### src/rtl/neuron_pkg.sv
// Shared definitions for the neuron layer.
//   state_e  : sequencer states (IDLE / ACCUM / RESULT)
//   acc_max  : largest signed value representable in w_acc bits
//   acc_min  : smallest signed value representable in w_acc bits
//   sat_add  : wide signed add followed by a clamp to the w_acc range
package neuron_pkg;

  typedef enum logic [1:0] {
    S_IDLE,
    S_ACCUM,
    S_RESULT
  } state_e;

  // Working width for saturating arithmetic; must exceed W_WEIGHT+W_PIXEL+2.
  localparam int unsigned SAT_W = 128;

  typedef logic signed [SAT_W-1:0] wide_t;

  function automatic wide_t acc_max(input int unsigned w_acc);
    wide_t one;
    one = wide_t'(1);
    return (one <<< (w_acc - 1)) - one;
  endfunction

  function automatic wide_t acc_min(input int unsigned w_acc);
    wide_t one;
    one = wide_t'(1);
    return -(one <<< (w_acc - 1));
  endfunction

  // Exact sum of a and b, clamped to the w_acc signed range; sat reports a clamp.
  function automatic wide_t sat_add(input wide_t a, input wide_t b,
                                    input int unsigned w_acc, output logic sat);
    wide_t sum;
    wide_t hi;
    wide_t lo;
    sum = a + b;
    hi  = acc_max(w_acc);
    lo  = acc_min(w_acc);
    sat = 1'b0;
    if (sum > hi) begin
      sum = hi;
      sat = 1'b1;
    end else if (sum < lo) begin
      sum = lo;
      sat = 1'b1;
    end
    return sum;
  endfunction

endpackage

### src/rtl/neuron_mac_lane.sv
// One multiply-accumulate lane of the neuron layer.
//   clk, rst  : clock, asynchronous active-high reset
//   load      : accepted start; loads bias, clears sat flag, latches relu_en
//   beat      : accepted pixel/weight beat; accumulates with saturation
//   last      : accepted final beat; registers the (optionally ReLU'd) result
//   relu_en   : ReLU enable, captured on load
//   bias      : signed initial accumulator value
//   pixel     : unsigned pixel shared by all lanes
//   weight    : signed weight for this lane
//   sigma     : registered result
//   sat_flag  : sticky clamp indicator for the current/last inference
module neuron_mac_lane
  import neuron_pkg::*;
#(
  parameter int unsigned W_WEIGHT = 32,
  parameter int unsigned W_PIXEL  = 8,
  parameter int unsigned W_ACC    = 32
) (
  input  logic                clk,
  input  logic                rst,
  input  logic                load,
  input  logic                beat,
  input  logic                last,
  input  logic                relu_en,
  input  logic [W_ACC-1:0]    bias,
  input  logic [W_PIXEL-1:0]  pixel,
  input  logic [W_WEIGHT-1:0] weight,
  output logic [W_ACC-1:0]    sigma,
  output logic                sat_flag
);

  localparam int unsigned W_PROD = W_WEIGHT + W_PIXEL + 1;

  logic signed [W_ACC-1:0]  acc_q, acc_d;
  logic signed [W_ACC-1:0]  sigma_q, sigma_d;
  logic                     sat_q, sat_d;
  logic                     relu_q, relu_d;

  logic signed [W_PROD-1:0] w_ext;
  logic signed [W_PROD-1:0] p_ext;
  logic signed [W_PROD-1:0] prod;
  logic signed [W_ACC-1:0]  acc_next;
  logic                     clamp;

  always_comb begin
    // Pixel is zero-extended so the signed product stays exact at W_PROD bits.
    w_ext    = W_PROD'($signed(weight));
    p_ext    = W_PROD'($signed({1'b0, pixel}));
    prod     = w_ext * p_ext;
    acc_next = W_ACC'(sat_add(wide_t'(acc_q), wide_t'(prod), W_ACC, clamp));

    acc_d   = acc_q;
    sat_d   = sat_q;
    relu_d  = relu_q;
    sigma_d = sigma_q;
    if (load) begin
      acc_d  = bias;
      sat_d  = 1'b0;
      relu_d = relu_en;
    end else if (beat) begin
      acc_d = acc_next;
      sat_d = sat_q | clamp;
      if (last) begin
        sigma_d = (relu_q && acc_next[W_ACC-1]) ? '0 : acc_next;
      end
    end
  end

  always_ff @(posedge clk or posedge rst) begin
    if (rst) begin
      acc_q   <= '0;
      sat_q   <= 1'b0;
      relu_q  <= 1'b0;
      sigma_q <= '0;
    end else begin
      acc_q   <= acc_d;
      sat_q   <= sat_d;
      relu_q  <= relu_d;
      sigma_q <= sigma_d;
    end
  end

  assign sigma    = sigma_q;
  assign sat_flag = sat_q;

endmodule

### src/rtl/neuron_layer.sv
// Layer of NUM_NEURONS parallel MAC lanes fed by one pixel stream.
//   clk, rst  : clock, asynchronous active-high reset
//   start     : begin an inference (IDLE only); samples bias_in and relu_en
//   bias_in   : per-lane signed bias, lane i at [i*W_ACC +: W_ACC]
//   relu_en   : ReLU enable for the inference
//   in_valid / in_ready : pixel/weights beat handshake
//   pixel     : unsigned pixel shared by all lanes
//   weights   : per-lane signed weights, lane i at [i*W_WEIGHT +: W_WEIGHT]
//   out_valid / out_ready : result handshake
//   sigma     : per-lane signed result vector
//   sat_flag  : per-lane sticky saturation flags
//   busy      : any state other than IDLE
module neuron_layer
  import neuron_pkg::*;
#(
  parameter int unsigned NUM_NEURONS = 4,
  parameter int unsigned N_INPUTS    = 49,
  parameter int unsigned W_WEIGHT    = 32,
  parameter int unsigned W_PIXEL     = 8,
  parameter int unsigned W_ACC       = 32
) (
  input  logic                            clk,
  input  logic                            rst,
  input  logic                            start,
  input  logic [NUM_NEURONS*W_ACC-1:0]    bias_in,
  input  logic                            relu_en,
  input  logic                            in_valid,
  output logic                            in_ready,
  input  logic [W_PIXEL-1:0]              pixel,
  input  logic [NUM_NEURONS*W_WEIGHT-1:0] weights,
  output logic                            out_valid,
  input  logic                            out_ready,
  output logic [NUM_NEURONS*W_ACC-1:0]    sigma,
  output logic [NUM_NEURONS-1:0]          sat_flag,
  output logic                            busy
);

  localparam int unsigned CW = (N_INPUTS > 1) ? $clog2(N_INPUTS) : 1;

  state_e          state_q, state_d;
  logic [CW-1:0]   cnt_q, cnt_d;
  logic            start_acc;
  logic            beat;
  logic            last_beat;

  // Handshake decodes come straight from the state register.
  always_comb begin
    start_acc = (state_q == S_IDLE) && start;
    beat      = (state_q == S_ACCUM) && in_valid;
    last_beat = beat && (cnt_q == CW'(N_INPUTS - 1));
  end

  always_ff @(posedge clk or posedge rst) begin
    if (rst) begin
      state_q <= S_IDLE;
      cnt_q   <= '0;
    end else begin
      state_q <= state_d;
      cnt_q   <= cnt_d;
    end
  end

  always_comb begin
    state_d = state_q;
    case (state_q)
      S_IDLE:   if (start)     state_d = S_ACCUM;
      S_ACCUM:  if (last_beat) state_d = S_RESULT;
      S_RESULT: if (out_ready) state_d = S_IDLE;
      default:                 state_d = S_IDLE;
    endcase
  end

  always_comb begin
    cnt_d = cnt_q;
    if (start_acc || last_beat) begin
      cnt_d = '0;
    end else if (beat) begin
      cnt_d = cnt_q + CW'(1);
    end
  end

  always_comb begin
    in_ready  = (state_q == S_ACCUM);
    out_valid = (state_q == S_RESULT);
    busy      = (state_q != S_IDLE);
  end

  for (genvar i = 0; i < NUM_NEURONS; i++) begin : g_lane
    neuron_mac_lane #(
      .W_WEIGHT (W_WEIGHT),
      .W_PIXEL  (W_PIXEL),
      .W_ACC    (W_ACC)
    ) u_lane (
      .clk      (clk),
      .rst      (rst),
      .load     (start_acc),
      .beat     (beat),
      .last     (last_beat),
      .relu_en  (relu_en),
      .bias     (bias_in[i*W_ACC +: W_ACC]),
      .pixel    (pixel),
      .weight   (weights[i*W_WEIGHT +: W_WEIGHT]),
      .sigma    (sigma[i*W_ACC +: W_ACC]),
      .sat_flag (sat_flag[i])
    );
  end

endmodule

### config.mk
export PLATFORM = sky130hd
export DESIGN_NAME = neuron_layer
export DESIGN_NICKNAME = d
export VERILOG_FILES = /design/src/rtl/neuron_pkg.sv /design/src/rtl/neuron_mac_lane.sv /design/src/rtl/neuron_layer.sv
export SDC_FILE = /design/constraint.sdc
export NUM_CORES = 2
export LEC_CHECK = 0
export BUFFER_PORTS_ARGS = -buffer_cell sky130_fd_sc_hd__buf_4
export CAP_MARGIN = 10
export CORE_ASPECT_RATIO = 2
export CORE_MARGIN = 4
export CORE_UTILIZATION = 41
export DETAILED_ROUTE_END_ITERATION = 8
export PLACE_DENSITY_LB_ADDON = 0.3
export SLEW_MARGIN = 10
export SYNTH_ARGS = -nofsm -noshare
export SYNTH_HDL_FRONTEND = slang
export SYNTH_HIERARCHICAL = 1
export SYNTH_SLANG_ARGS = --single-unit
### constraint.sdc
create_clock -name clk -period 4.2 [get_ports clk]
set_input_delay 1.05 -clock clk [delete_from_list [all_inputs] [get_ports clk]]
set_output_delay 1.05 -clock clk [all_outputs]
set_load 0.02 [all_outputs]
==> impl_metrics.yaml <==
grt:
  busiest_layer: "met2"
  gr-total-overflow: 0
  grt_use_met2_pct: 51.00
  antenna_found_initial: 31
  use_met1_pct: 25.71
  grt_pass1_vias: 52653
  grt_use_total_pct: 26.25
  grt_max_degree: 97
  met3_usage_pct: 3.598
  grt_pass1_wl_microns: 284700
detailed_routing:
  drt_iter0_drc: 2638
  routed_wl_microns: 199100
  num_vias: 49530
  ant_nets: 0
  route.detailed.vias_per_inst: 5.332
  drc: 0
  wl_per_cell_microns: 21.43
  drtPass1Iterations: 6
synthesis:
  synth-async-reset-ratio_pct: 100.0
  synth_fp_nets: 7735
  synth.most_common_cell: "inv_1"
  netlist_top_cells_count: "inv_1 (1206), fa_1 (948), nand2_1 (767), and2_1 (614), a21oi_1 (391)"
  synth_cells: 6155
  netlist_area_sq_um: 53890
  synth_area_leaders: "fa_1 (35%), dfrtp_1 (13%), ha_1 (8.4%)"
  yosys.area.top_type: "fa_1"
  synth_area_per_cell_sq_um: 8.755
  ys.warnings.count: 6
  synth_edf_count: 0
  ys_seq_area_share_pct: 12.63
  synth_top_cell_area_share_pct: 35.22
  netlist-cell-type-count: 114
  synthFlopType: "dfrtp_1"
  ys_ff_latch: 272
finish:
  design_area_sq_um: 74860
  drive_gt1_share_pct: 31.59
  final_cells: 9290
  final_nets: 9125
  utilization_pct: 57.54
  areaGrowthSynthToFinish_pct: 38.91
status:
  outcome: "finished, violations left"
  violations: "setup timing"
floorplanning:
  die_h_microns: 520.7
  start_util_pct: 41.42
  die_x_microns: 264.4
  ios: 405
  num_rows: 187
  core_area_sq_um: 130100
  die_area_sq_um: 137700
critical_path:
  required_ns: 4.69
  setup.worst_path.end_class: "register"
  reg2reg_slack_ns: -0.41
  timing.rr.start: "g_lane[1].u_lane/acc_q[10]"
  worstPathArrival_ns: 7.57
  reg2reg_depth: 19
  crit_path_max_fanout: 15
  start_kind: "input pin"
  r2r-end: "g_lane[1].u_lane/acc_q[5]"
  critical_path_class: "input pin to register"
  cp-startpoint: "pixel[3]"
sta:
  fin_skew_ns: 0.04649
  drv_slew: 0
  worst_slack_ns: -2.880
  maxSlewHeadroom_pct: 41.28
  fmaxAchievable_mhz: 141.3
  rsz0062_at_grt: "yes"
  period_needed_ns: 7.080
  worst_pin_slew_ns: 0.8809
  final-hold-violation-count: 0
  fin_crit_sh_pct: 168.6
  setup_viol: 260
cts:
  clk_latency_ns: 0.63
  hold_buffers: 0
  clk_pin_slew_ns: 0.07
  cts_made_buffers: 30
  cts_tree: "done"
  htree_levels: 1
  cts_sinks: 272
  cts-root-buf: "clkbuf_16"
  clockBufferDepth: 3
place:
  portBuffers: 404
  dpl_worst_slack_ns: -3.810
  gp_congestion: 0.9881
  place_hpwl_microns: 155100
  place_inst: 9050
  place_area_sq_um: 67870
worst_hold_path:
  hold_path_class: "input pin to asynchronous set/reset pin"
job:
  drv_cap: 0
[metrics by stage]
stage | setup TNS, ns | hold WS [ns]
detailed placement | -919.13 | 0.4807
finish | -696.45 | 0.4605
global route | -741.21 | 0.4297
global placement | -902.14 | 0.4719
floorplan | -625.94 | 0.4535
CTS | -689.96 | 0.4058
[repair_timing]
item | 4_1_cts | 5_1_grt
endpoints found under the setup margin | 260 | 260
gates cloned | 9 | 50
setup buffers | 11 | 102
pin swaps | 6 | 301
gates resized for setup | 56 | 626
endpoints found under the hold margin | 0 | 0
[state kept, by name (all words and copies together), names as in the netlist]
register and cells:
g_lane.u_lane/sat_flag 4, g_lane.u_lane/sigma 128, cnt_q 6, g_lane.u_lane/acc_q 128
g_lane.u_lane/relu_q 4, state_q 2
[critical path, cell delays in order]
cell       delay [ns]
buf_16           0.14
clkbuf_16        0.21
and2_4           0.17
fa_1             0.58
fa_1             0.45
fa_1             0.51
fa_1             0.57
inv_1            0.07
fa_1             0.47
inv_1            0.06
ha_4             0.28
nand4_1          0.12
or3_4            0.39
buf_4            0.16
a211oi_4         0.29
buf_6            0.17
or2_4            0.12
o211a_4          0.17
buf_6            0.09
and4b_1          0.20
nand4b_1         0.17
o31ai_4          0.39
buf_6            0.19
buf_12           0.15
a211oi_2         0.09
o31ai_2          0.26
[final cells by class]
| class | instances | area, sq um |
|---|---|---|
| Clock buffer | 38 | 852.1 |
| Clock inverter | 18 | 211.5 |
| Sequential cell | 272 | 6807 |
| Tap cell | 1701 | 2128 |
| Inverter | 1208 | 4547 |
| Multi-Input combinational cell | 4412 | 45890 |
| Antenna cell | 20 | 50.05 |
| Timing Repair Buffer | 1621 | 14380 |
| Fill cell | 11343 | 55230 |
[layout by cell type (no fill, tap or decap), types with 50 or more instances in the layout]
cell and count:
a21o_1 52, a21oi_1 276, a21oi_2 103, and2_1 579
buf_12 64, buf_4 1443, clkbuf_16 71, dfrtp_1 272
fa_1 910, ha_1 270, ha_4 87, inv_1 1154
inv_2 50, nand2_1 681, nor2_1 217, nor3_1 72
o21ai_0 66, o21ai_1 98, o311ai_4 55, xnor2_1 83
xor2_1 52
[worst max path at each step]
| stage | endpoint | slack [ns] | cells after the start |
|---|---|---|---|
| finish | g_lane[1].u_lane/acc_q[5] | -2.88 | 26 |
| global route | g_lane[1].u_lane/acc_q[5] | -3.07 | 29 |
| CTS | g_lane[1].u_lane/acc_q[18] | -2.84 | 27 |
| detailed placement | g_lane[1].u_lane/acc_q[2] | -3.81 | 25 |
| global placement | g_lane[1].u_lane/acc_q[8] | -3.78 | 25 |
| floorplan | g_lane[0].u_lane/sigma[10] | -2.78 | 25 |
[kinds of logic (layout without fill, tap and decap cells)]
group           after synthesis  count (layout)  share of synthesized area, %
xor+xnor                    151             151                         2.482
other cells                   0              20                             0
mux                          12              12                        0.2322
fa+ha+maj                  1310            1310                         43.62
compound gates             1040            1040                         13.01
simple gates               1898            1899                         17.42
buf+inv                    1472            2885                         10.60
flops                       272             272                         12.63
[per-layer routing]
| layer | up-vias | wire [microns] |
|---|---|---|
| met4 | 10 | 17540 |
| met5 | - | 69 |
| met1 | 24982 | 62760 |
| li1 | 22223 | - |
| met3 | 681 | 10670 |
| met2 | 1634 | 108000 |
Power is not shown: default switching activity piles up to over one toggle a cycle in this logic, so the estimate is an artifact.
